[src/rtl/cfg_dispatch_pkg.sv]
// Shared types for the config dispatcher: field widths, FSM state, frame struct.
// Optional macro CFG_DISPATCH_CHKSUM_EN adds an XOR checksum beat per frame.
package cfg_dispatch_pkg;

    localparam int IWIDTH_P = 32;
    localparam int DATA_W   = 64;
    localparam int WICP_W   = 64;
    localparam int TMPC_W   = 32;
    localparam int POST_W   = 32;
    localparam int CFG_W    = DATA_W + WICP_W + TMPC_W + POST_W;
    localparam int BEATS_P  = (CFG_W + IWIDTH_P - 1) / IWIDTH_P;

    typedef enum logic [1:0] {
        COLLECT = 2'd0,
        PEND    = 2'd1,
        DRAIN   = 2'd2
    } state_e;

    // data sits at the LSB end so beat 0 lands in data[31:0]
    typedef struct packed {
        logic [POST_W-1:0] post;
        logic [TMPC_W-1:0] tmpc;
        logic [WICP_W-1:0] wicp;
        logic [DATA_W-1:0] data;
    } cfg_frame_t;

endpackage

[src/rtl/cfg_beat_assembler.sv]
// Beat counter, assembly buffer and framing/checksum check for cfg_dispatcher.
// Ports: beat_fire_i/beat_data_i/beat_last_i accepted beat, drain_i discard mode;
//   frame_done_o good frame end, frame_bad_o early last or bad checksum,
//   overrun_o final beat without last, empty_o beat count zero,
//   frame_next_o buffer incl. current beat, frame_buf_o registered buffer.
// With CFG_DISPATCH_CHKSUM_EN each frame has one extra XOR checksum beat.
module cfg_beat_assembler
    import cfg_dispatch_pkg::*;
#(
    parameter int IWIDTH = 32,
    parameter int CWIDTH = 192,
    parameter int BEATS  = 6
) (
    input  logic              clk,
    input  logic              rst_n,
    input  logic              beat_fire_i,
    input  logic              drain_i,
    input  logic [IWIDTH-1:0] beat_data_i,
    input  logic              beat_last_i,
    output logic              frame_done_o,
    output logic              frame_bad_o,
    output logic              overrun_o,
    output logic              empty_o,
    output logic [CWIDTH-1:0] frame_next_o,
    output logic [CWIDTH-1:0] frame_buf_o
);

`ifdef CFG_DISPATCH_CHKSUM_EN
    localparam int FRAME_BEATS = BEATS + 1;
`else
    localparam int FRAME_BEATS = BEATS;
`endif
    localparam int BUF_W = BEATS * IWIDTH;
    localparam int CNT_W = $clog2(FRAME_BEATS + 1);
    localparam logic [CNT_W-1:0] LAST_IDX = CNT_W'(FRAME_BEATS - 1);
    localparam logic [CNT_W-1:0] PAY_CNT  = CNT_W'(BEATS);

    logic [CNT_W-1:0] beat_cnt_q, beat_cnt_d;
    logic [BUF_W-1:0] buf_q, buf_d;
    logic             take;
    logic             at_end;
    logic             sum_ok;

`ifdef CFG_DISPATCH_CHKSUM_EN
    logic [IWIDTH-1:0] sum_q, sum_d;
`endif

    always_comb begin
        take   = beat_fire_i && !drain_i;
        at_end = (beat_cnt_q == LAST_IDX);
        buf_d  = buf_q;
        if (take && (beat_cnt_q < PAY_CNT)) begin
            buf_d[int'(beat_cnt_q)*IWIDTH +: IWIDTH] = beat_data_i;
        end
`ifdef CFG_DISPATCH_CHKSUM_EN
        sum_ok = (beat_data_i == sum_q);
        sum_d  = sum_q;
        if (take) begin
            if (beat_last_i || at_end) begin
                sum_d = '0;
            end else begin
                sum_d = sum_q ^ beat_data_i;
            end
        end
`else
        sum_ok = 1'b1;
`endif
        beat_cnt_d = beat_cnt_q;
        if (take) begin
            if (beat_last_i || at_end) begin
                beat_cnt_d = '0;
            end else begin
                beat_cnt_d = beat_cnt_q + 1'b1;
            end
        end
        frame_done_o = take && at_end && beat_last_i && sum_ok;
        frame_bad_o  = take && beat_last_i && !(at_end && sum_ok);
        overrun_o    = take && at_end && !beat_last_i;
    end

    assign empty_o      = (beat_cnt_q == '0);
    assign frame_next_o = buf_d[CWIDTH-1:0];
    assign frame_buf_o  = buf_q[CWIDTH-1:0];

    always_ff @(posedge clk or negedge rst_n) begin
        if (!rst_n) begin
            beat_cnt_q <= '0;
            buf_q      <= '0;
        end else begin
            beat_cnt_q <= beat_cnt_d;
            buf_q      <= buf_d;
        end
    end

`ifdef CFG_DISPATCH_CHKSUM_EN
    always_ff @(posedge clk or negedge rst_n) begin
        if (!rst_n) begin
            sum_q <= '0;
        end else begin
            sum_q <= sum_d;
        end
    end
`endif

endmodule

[src/rtl/cfg_dispatcher.sv]
// Collects 32-bit config beats into DATA/WICP/TMPC/POST and hands them to the core.
// Ports: in_* beat stream (valid/ready/last), cfg_valid/cfg_busy core handshake,
//   cfg_*_data fields, frame_err drop pulse, issue_cnt transfers, idle.
// Macro CFG_DISPATCH_CHKSUM_EN enables the per-frame XOR checksum beat.
module cfg_dispatcher
    import cfg_dispatch_pkg::*;
#(
    parameter int IWIDTH      = 32,
    parameter int DATA_CWIDTH = 64,
    parameter int WICP_CWIDTH = 64,
    parameter int TMPC_CWIDTH = 32,
    parameter int POST_CWIDTH = 32
) (
    input  logic                   clk,
    input  logic                   rst_n,
    input  logic                   in_valid,
    output logic                   in_ready,
    input  logic [IWIDTH-1:0]      in_data,
    input  logic                   in_last,
    output logic                   cfg_valid,
    input  logic                   cfg_busy,
    output logic [DATA_CWIDTH-1:0] cfg_data_data,
    output logic [WICP_CWIDTH-1:0] cfg_wicp_data,
    output logic [TMPC_CWIDTH-1:0] cfg_tmpc_data,
    output logic [POST_CWIDTH-1:0] cfg_post_data,
    output logic                   frame_err,
    output logic [15:0]            issue_cnt,
    output logic                   idle
);

    localparam int CWIDTH = DATA_CWIDTH + WICP_CWIDTH
                          + TMPC_CWIDTH + POST_CWIDTH;
    localparam int BEATS  = (CWIDTH + IWIDTH - 1) / IWIDTH;

    state_e      state_q, state_d;
    logic        cfg_valid_q, cfg_valid_d;
    cfg_frame_t  slot_q, slot_d;
    logic        frame_err_q, frame_err_d;
    logic [15:0] issue_cnt_q, issue_cnt_d;

    logic              beat_fire;
    logic              xfer;
    logic              frame_done;
    logic              frame_bad;
    logic              overrun;
    logic              asm_empty;
    logic [CWIDTH-1:0] frame_next;
    logic [CWIDTH-1:0] frame_buf;

    assign in_ready  = (state_q != PEND);
    assign beat_fire = in_valid && in_ready;
    assign xfer      = cfg_valid_q && !cfg_busy;

    cfg_beat_assembler #(
        .IWIDTH (IWIDTH),
        .CWIDTH (CWIDTH),
        .BEATS  (BEATS)
    ) u_asm (
        .clk          (clk),
        .rst_n        (rst_n),
        .beat_fire_i  (beat_fire),
        .drain_i      (state_q == DRAIN),
        .beat_data_i  (in_data),
        .beat_last_i  (in_last),
        .frame_done_o (frame_done),
        .frame_bad_o  (frame_bad),
        .overrun_o    (overrun),
        .empty_o      (asm_empty),
        .frame_next_o (frame_next),
        .frame_buf_o  (frame_buf)
    );

    always_comb begin
        state_d     = state_q;
        cfg_valid_d = cfg_valid_q;
        slot_d      = slot_q;
        frame_err_d = 1'b0;
        issue_cnt_d = issue_cnt_q + {15'd0, xfer};
        if (xfer) begin
            cfg_valid_d = 1'b0;
        end
        case (state_q)
            COLLECT: begin
                if (frame_done) begin
                    // a transfer this cycle frees the slot for a bubble-free reload
                    if (!cfg_valid_q || xfer) begin
                        slot_d      = cfg_frame_t'(frame_next);
                        cfg_valid_d = 1'b1;
                    end else begin
                        state_d = PEND;
                    end
                end else if (overrun) begin
                    frame_err_d = 1'b1;
                    state_d     = DRAIN;
                end else if (frame_bad) begin
                    frame_err_d = 1'b1;
                end
            end
            PEND: begin
                if (xfer) begin
                    slot_d      = cfg_frame_t'(frame_buf);
                    cfg_valid_d = 1'b1;
                    state_d     = COLLECT;
                end
            end
            DRAIN: begin
                if (beat_fire && in_last) begin
                    state_d = COLLECT;
                end
            end
            default: begin
                state_d = COLLECT;
            end
        endcase
    end

    always_ff @(posedge clk or negedge rst_n) begin
        if (!rst_n) begin
            state_q     <= COLLECT;
            cfg_valid_q <= 1'b0;
            slot_q      <= '0;
            frame_err_q <= 1'b0;
            issue_cnt_q <= '0;
        end else begin
            state_q     <= state_d;
            cfg_valid_q <= cfg_valid_d;
            slot_q      <= slot_d;
            frame_err_q <= frame_err_d;
            issue_cnt_q <= issue_cnt_d;
        end
    end

    assign cfg_valid     = cfg_valid_q;
    assign cfg_data_data = slot_q.data;
    assign cfg_wicp_data = slot_q.wicp;
    assign cfg_tmpc_data = slot_q.tmpc;
    assign cfg_post_data = slot_q.post;
    assign frame_err     = frame_err_q;
    assign issue_cnt     = issue_cnt_q;
    assign idle          = (state_q == COLLECT) && asm_empty && !cfg_valid_q;

endmodule

[config.mk]
export PLATFORM = sky130hd
export DESIGN_NAME = cfg_dispatcher
export DESIGN_NICKNAME = d
export VERILOG_FILES = /design/src/rtl/cfg_dispatch_pkg.sv /design/src/rtl/cfg_beat_assembler.sv /design/src/rtl/cfg_dispatcher.sv
export SDC_FILE = /design/constraint.sdc
export NUM_CORES = 1
export LEC_CHECK = 0
export BUFFER_PORTS_ARGS = -buffer_cell sky130_fd_sc_hd__buf_4
export CAP_MARGIN = 40
export CORE_ASPECT_RATIO = 0.6
export CORE_MARGIN = 4
export CORE_UTILIZATION = 31
export CTS_CLUSTER_SIZE = 20
export DETAILED_ROUTE_END_ITERATION = 10
export HOLD_SLACK_MARGIN = 0.1
export PLACE_DENSITY = 0.46
export SETUP_SLACK_MARGIN = 0.05
export SLEW_MARGIN = 20
export SYNTH_ARGS = -nofsm -noshare
export SYNTH_HDL_FRONTEND = slang
export SYNTH_SLANG_ARGS = --single-unit
[constraint.sdc]
create_clock -name clk -period 3.2 [get_ports clk]
set_clock_uncertainty 0.1 [all_clocks]
set_input_delay 0 -clock clk [delete_from_list [all_inputs] [get_ports clk]]
set_output_delay 0 -clock clk [all_outputs]
set_load 0.1 [all_outputs]
==> results.toml, run 1 <==
[outcome]
status = "complete, no violations"

[clock_tree]
cts-root-buf = "clkbuf_16"
cts_tree = "yes"
post-cts-setup-buffers = 0
clock_latency_ps = 540
htree_levels = 2
path_clk_slew_ps = 60
cts_buffers = 42
cts.sinks = 407
clock_path_buffers = 3

[yosys]
synth_largest_area_cell = "dfrtp_1"
synth-main-ff-cell = "dfrtp_1"
syn_area_per_cell_sq_um = 10.7
async_reset_ff_frac = 1.00
ys_seq_elements = 407
synth_compound_area_frac = 0.150
synth-xor-area-share = 0.0105
synth_edf_count = 0
synthTopCellsByArea = "dfrtp_1 61%, a31oi_1 6.0%, a21oi_1 4.9%, nand2_1 4.6%, mux2_2 4.3%"
synth_top_area_frac = 0.606
synth_most_common_cell = "dfrtp_1"
yosysSeqAreaShare = 0.606
post_synth_and_or_nand_nor_area_fraction = 0.147
synthesis.area_sq_um = 16800
muxShareOfSynthArea = 0.0429
ys_types = 40
synth_common_cells = "407 x dfrtp_1, 207 x nand2_1, 163 x a21oi_1, 161 x a31oi_1, 119 x o21ai_0"
synth_top_family_by_area = "compound AO/OA/AOI/OAI gates"
syn_inst = 1575
synthAdderAreaFrac = 0.00670
ys_warn_count = 0
syn_nets = 1621

[power]
ir_drop_uv = 462
leakagePower_nw = 10.7
power_mw = 21.3
power_density_nw_per_um2 = 986

[route]
wire_per_inst_um = 21.6
wl_mm = 55.2
vias_per_cell = 5.23
first_pass_iters = 5
vias = 13400
drc_errors = 0
drt-initial-drc-count = 1075
ant_nets = 0

[floorplan]
row_count = 65
design.core.area_sq_um = 53100
die_y_um = 188
initial_core_util = 0.316
die_w_um = 309
dieArea_sq_um = 58100
io_pins = 249

[global_route]
grt_max_degree = 161
grt.overflow.total = 0
first_global_vias = 13500
grt_pass1_wl_mm = 85.7
grt_usage = 0.188
antenna_found_initial = 0

[sta]
period_minus_slack_ps = 2970
slew_headroom = 0.142
hold_viol_final = 0
rsz0062_at_grt = "no"
finalCritPeriodShare = 0.929
hold-worst-slack_ps = 193
worst_pin_slew_ps = 1290
fmax_mhz = 336
setup_viol = 0
final.setup.worst_slack_ps = 227
setup_tns_ps = 0
finalMaxSlewViolations = 0

[placement]
port_buffers = 248
placed_cell_area_sq_um = 19500
gp_congestion = 0.745
place_hpwl_mm = 34.4
preCtsSetupSlack_ps = 422
dp.cells = 2433

[cells_and_area]
final_cell_count_no_fill = 2561
layout-drive-gt1-share = 0.254
area_delta_synth_final_pct = 28.3
post-route-cell-area_sq_um = 21600
final_util = 0.406
nFillCells = 5188
fin_nets = 1869

[setup_path]
endpoint_kind = "flop"
path_max_fanout = 8
crit_type = "flop to flop"
cp-start-kind = "flop"
crit_required_ps = 3520
arrival_ps = 3300

[flow_run]
maxCapViolations = 0

[worst_hold_path]
hp-class = "primary input to flop"
-- cells in the final DEF, fill, tap and decap left out, types with 2 or more instances in the layout --
cell type	n
dfrtp_1	407
buf_4	271
nand2_1	207
a21oi_1	162
a31oi_1	161
o21ai_0	119
nand3_1	70
or4_1	64
mux2_2	64
dlygate4sd3_1	48
clkbuf_16	45
nand2b_1	33
or2_2	32
and2_1	30
buf_12	18
clkbuf_8	13
o21ai_1	11
xnor2_1	9
ha_1	9
xor2_1	8
inv_1	7
clkinv_2	7
nand4_1	6
nor2_1	6
clkbuf_1	5
bufinv_16	4
nor4_1	3
and3_1	3
nor3_1	3
or3_1	3
nand3_2	3
diode_2	2
nor2b_1	2
nor4b_2	2
o31ai_1	2
clkinvlp_4	2
-- timing repair --
item                      in CTS  in global routing
hold endpoints to repair     801                  0
hold buffers                  49                  0
gates resized for setup        0                  0
-- sequential cells by signal, summed over array words and instances (netlist names) --
register,count
u_asm.frame_buf_o,192
u_asm.beat_cnt_q,3
issue_cnt,16
state_q,2
frame_err,1
cfg_valid,1
cfg_data_data,64
cfg_tmpc_data,32
cfg_post_data,32
cfg_wicp_data,64
-- layer usage --
layer	global-route usage	wire [um]	share of wire	up-vias
met5	0	0	0	-
met4	0.0387	921	0.017	0
met3	0.0364	3000	0.054	57
met2	0.288	25100	0.45	333
met1	0.278	26200	0.47	6852
li1	-	-	-	6144
-- worst max-delay path, stage by stage, from the launching register on --
cell and delay, ps:
dfrtp_1 510, inv_1 130, ha_1 220, ha_1 380, nor4b_2 280, nand4_1 160, buf_4 210, mux2_2 290
dlygate4sd3_1 570
-- area by class of cell --
cell class / count / area, sq um / share of cell area
inverters: 7 / 26.3 / 0.00122
diodes: 2 / 5.00 / 0.000232
repair buffers: 339 / 2920 / 0.135
clock buffers: 63 / 1320 / 0.0614
well taps: 703 / 880 / 0.0408
multi-input cells: 1026 / 6040 / 0.280
clock inverters: 14 / 179 / 0.00830
flip-flops and latches: 407 / 10200 / 0.472
-- report_power, final --
group / internal (mW) / switching [mW]
combinational: 1.91 / 7.10
sequential: 6.33 / 0.647
clock: 3.18 / 2.10
total: 11.4 / 9.84
-- cell families (layout without fill, tap and decap cells) --
group                    after synthesis  count (layout)
AO/OA/AOI/OAI                        460             460
XOR/XNOR                              18              18
adder cells (fa/ha/maj)                9               9
buffers and inverters                142             423
flip-flops                           407             407
multiplexers                          64              64
other                                  0               2
AND/OR/NAND/NOR                      475             475
-- path summary, 6_finish.rpt --
path | depth (start not counted) | from | slack (ps) | to
max | 8 | u_asm.beat_cnt_q[1] | 230 | u_asm.frame_buf_o[3]
min | 3 | in_data[19] | 190 | u_asm.frame_buf_o[19]
max reg2reg | 8 | u_asm.beat_cnt_q[1] | 230 | u_asm.frame_buf_o[3]
min reg2reg | 2 | u_asm.frame_buf_o[159] | 370 | u_asm.frame_buf_o[159]
max in group asynchronous | 4 | rst_n | 1970 | cfg_wicp_data[14]
min in group asynchronous | 4 | rst_n | 590 | u_asm.frame_buf_o[120]
Power figures use the tool's default switching activity.
==> inputs of run 2 (changes only) <==
--- a/config.mk
+++ b/config.mk
@@ -12,8 +12,8 @@
 export CORE_UTILIZATION = 31
 export CTS_CLUSTER_SIZE = 20
 export DETAILED_ROUTE_END_ITERATION = 10
-export HOLD_SLACK_MARGIN = 0.1
 export PLACE_DENSITY = 0.46
+export REMOVE_ABC_BUFFERS = 1
 export SETUP_SLACK_MARGIN = 0.05
 export SLEW_MARGIN = 20
 export SYNTH_ARGS = -nofsm -noshare
==> results.toml, run 2 (synthesis results as in run 1) <==
[outcome]
status = "complete, no violations"

[route]
ant_nets = 0
vias_per_cell = 5.26
wl_mm = 54.9
drt-initial-drc-count = 914
vias = 13500
first_pass_iters = 6
wire_per_inst_um = 21.5
drc_errors = 0

[sta]
worst_pin_slew_ps = 883
setup_tns_ps = 0
rsz0062_at_grt = "no"
period_minus_slack_ps = 2860
hold_viol_final = 0
slew_headroom = 0.412
finalCritPeriodShare = 0.894
setup_viol = 0
finalMaxSlewViolations = 0
fmax_mhz = 349

[flow_run]
maxCapViolations = 0

[clock_tree]
clock_latency_ps = 540
postCtsResizedCells = 0
post-cts-setup-buffers = 0
cts-root-buf = "clkbuf_16"
path_clk_slew_ps = 60
postCtsHoldBufs = 41
htree_levels = 2
cts_tree = "yes"
cts.sinks = 407
cts_buffers = 43
clock_path_buffers = 3

[cells_and_area]
fin_nets = 1869
final_common_cell = "dfrtp_1"
layout-drive-gt1-share = 0.256
final_cell_count_no_fill = 2557
mostFrequentLayoutCells = "407 x dfrtp_1, 279 x buf_4, 206 x nand2_1"
area_delta_synth_final_pct = 27.5
largest_reg_flops = 192

[worst_hold_path]
holdPathStages = 3
hp-class = "primary input to flop"

[floorplan]
dieArea_sq_um = 58100
row_count = 65
initial_core_util = 0.316
design.core.area_sq_um = 53100
die_y_um = 188
die_w_um = 309
io_pins = 249

[setup_path]
endpoint_kind = "output port"
path_max_fanout = 19
cp-start-kind = "flop"
crit_type = "flop to output port"
arrival_ps = 2760
worstRegToRegCells = 8
rrSetupSlack_ps = 350
crit_required_ps = 3100

[placement]
gp_congestion = 0.741
dp.cells = 2440
port_buffers = 248
place_hpwl_mm = 33.6

[global_route]
first_global_vias = 13700
grt_max_degree = 161
antenna_found_initial = 0
grt.overflow.total = 0
grt_usage = 0.187
grt_pass1_wl_mm = 85.2

[power]
ir_drop_uv = 726
power_mw = 21.0
power_density_nw_per_um2 = 982
leakagePower_nw = 10.7
## run 2: final cells by class
cell class	instances	area [sq um]
tap	703	880
timing repair buffer	338	2860
multi-input combinational	1026	6060
clock inverter	13	170
sequential	407	10200
antenna	2	5.00
clock buffer	61	1240
fill	5220	31700
inverter	7	26.3
## run 2: worst paths after layout
kind / start / endpoint
hold reg to reg: u_asm.frame_buf_o[146] / u_asm.frame_buf_o[146]
max in group asynchronous: rst_n / u_asm.frame_buf_o[110]
setup reg to reg: u_asm.beat_cnt_q[1] / cfg_data_data[10]
setup / recovery: u_asm.beat_cnt_q[1] / idle
min in group asynchronous: rst_n / cfg_wicp_data[37]
hold / removal: in_data[6] / u_asm.frame_buf_o[6]
## run 2: worst max-delay path, stage by stage (launching register included)
cell,delay (ps)
dfrtp_1,480
inv_1,150
ha_1,200
ha_2,610
nor4b_1,410
buf_4,370
## run 2: per-layer routing
layer  part of all wire  global-route usage
met1               0.49               0.282
met2               0.44               0.283
met3              0.056              0.0358
met4              0.017              0.0347
met5                  0                   0
## run 2: power by group
| group | leakage (nW) | total (mW) | switching, mW | internal (mW) |
|---|---|---|---|---|
| Sequential | 5.53 | 6.99 | 0.663 | 6.33 |
| Clock | 0.688 | 5.10 | 2.09 | 3.00 |
| Combinational | 4.44 | 8.95 | 7.10 | 1.84 |
## run 2: through the flow
step | hold slack (ps) | setup WS [ps] | cell area, sq um | utilization
floorplan | -396 | -7840 | 16200 | -
global placement | -25.6 | 418 | 19600 | 0.369
detailed placement | -22.6 | 373 | 19600 | 0.369
CTS | 138 | 288 | 21400 | 0.403
global route | 171 | 191 | 21400 | 0.403
finish | 177 | 338 | 21400 | 0.403
==> inputs of run 3 (changes only) <==
==> constraint.sdc (replaced) <==
create_clock -name clk -period 3.2 [get_ports clk]
set_clock_uncertainty 0.1 [all_clocks]
set_input_delay 0.16 -clock clk [delete_from_list [all_inputs] [get_ports clk]]
set_output_delay 0.16 -clock clk [all_outputs]
set_load 0.1 [all_outputs]
==> results.toml, run 3 (synthesis results as in run 1) <==
[setup_path]
critical-path-slowest-cell = "ha_2"
rrSetupSlack_ps = 280
arrival_ps = 2700
crit_type = "flop to output port"
crit_family = "adder cells"
endpoint_kind = "output port"
path_max_fanout = 19
worstPathCellList = "inv_1 > ha_1 > ha_2 > nor4b_1 > buf_4"
max_stage_delay_ps = 590
rr_endpoint = "cfg_post_data[16]"
worstRegToRegCells = 7
crit_required_ps = 2940
path_buf_inv = 2
cp-start-kind = "flop"
r2r-start = "u_asm.beat_cnt_q[1]"

[placement]
dp.cells = 2439
port_buffers = 248
gp_congestion = 0.753
preCtsSetupSlack_ps = 286
place_hpwl_mm = 34.2
placed_cell_area_sq_um = 19600

[clock_tree]
cts-root-buf = "clkbuf_16"
clock_path_buffers = 3
postCtsResizedCells = 0
htree_levels = 2
cts_buffers = 43
clock_latency_ps = 550
post-cts-setup-buffers = 0
postCtsHoldBufs = 37
cts.sinks = 407
cts_tree = "yes"
path_clk_slew_ps = 60

[cells_and_area]
final_common_cell = "dfrtp_1"
mostFrequentLayoutCells = "407 x dfrtp_1, 276 x buf_4, 206 x nand2_1"
area_delta_synth_final_pct = 27.6
nFillCells = 5193
final_cell_count_no_fill = 2551
largest_reg_flops = 192
diodes = 0
final_util = 0.404
post-route-cell-area_sq_um = 21400
fin_nets = 1864
layout-drive-gt1-share = 0.259

[route]
highest_layer = "met4"
vias = 13400
first_pass_iters = 5
ant_nets = 0
route.met2.wl_mm = 24.3
drc_errors = 0
wl_mm = 55.8
wl_met1_mm = 27.8
vias_per_cell = 5.25
wire_per_inst_um = 21.9
wl_met3_mm = 2.90
drt-initial-drc-count = 859

[global_route]
antenna_found_initial = 0
grt_usage = 0.191
first_global_vias = 13800
grt_max_degree = 124
grt.overflow.total = 0
grt_pass1_wl_mm = 86.3

[sta]
finalMaxSlewViolations = 0
slew_headroom = 0.502
finalCritPeriodShare = 0.926
final.setup.worst_slack_ps = 236
setup_viol = 0
rsz0062_at_grt = "no"
setup_tns_ps = 0
fmax_mhz = 337
hold-worst-slack_ps = 10.8
hold_viol_final = 0
period_minus_slack_ps = 2960
worst_pin_slew_ps = 746

[power]
ir_drop_uv = 683
power_mw = 21.1
leakagePower_nw = 10.7
power_density_nw_per_um2 = 985

[floorplan]
initial_core_util = 0.316
design.core.area_sq_um = 53100
die_w_um = 309
dieArea_sq_um = 58100
die_y_um = 188
io_pins = 249
row_count = 65

[outcome]
status = "complete, no violations"

[flow_run]
maxCapViolations = 0

[worst_hold_path]
hp-class = "primary input to asynchronous set/reset pin"
run 3: layer usage:
metal | track usage | vias to the layer above
met3 | 0.0349 | 62
met4 | 0.0338 | 0
met5 | 0 | -
met1 | 0.289 | 6840
met2 | 0.287 | 333
li1 | - | 6150
run 3: final cells by class:
class / count / area [sq um] / area share
clock buffers: 63 / 1310 / 0.0613
clock inverters: 12 / 144 / 0.00671
inverters: 7 / 26.3 / 0.00123
multi-input cells: 1026 / 6060 / 0.283
flip-flops and latches: 407 / 10200 / 0.475
well taps: 703 / 880 / 0.0410
repair buffers: 333 / 2840 / 0.132
run 3: report_power, final:
part / total (mW) / leakage [nW] / internal [mW] / switching (mW)
registers: 6.98 / 5.53 / 6.33 / 0.654
logic: 8.97 / 4.43 / 1.85 / 7.12
clock network: 5.17 / 0.724 / 3.08 / 2.09
total: 21.1 / 10.7 / 11.3 / 9.86
run 3: how the worst max path moves through the flow:
stage                        start           endpoint  slack, ps  depth (start not counted)
6_report       u_asm.beat_cnt_q[1]               idle        240                          5
5_1_grt        u_asm.beat_cnt_q[1]               idle        100                          5
4_1_cts        u_asm.beat_cnt_q[1]               idle        170                          5
3_5_place_dp   u_asm.beat_cnt_q[1]  cfg_post_data[26]        290                          7
3_3_place_gp   u_asm.beat_cnt_q[1]  cfg_post_data[31]        430                          7
2_1_floorplan            cfg_valid   cfg_data_data[0]      -7840                          3
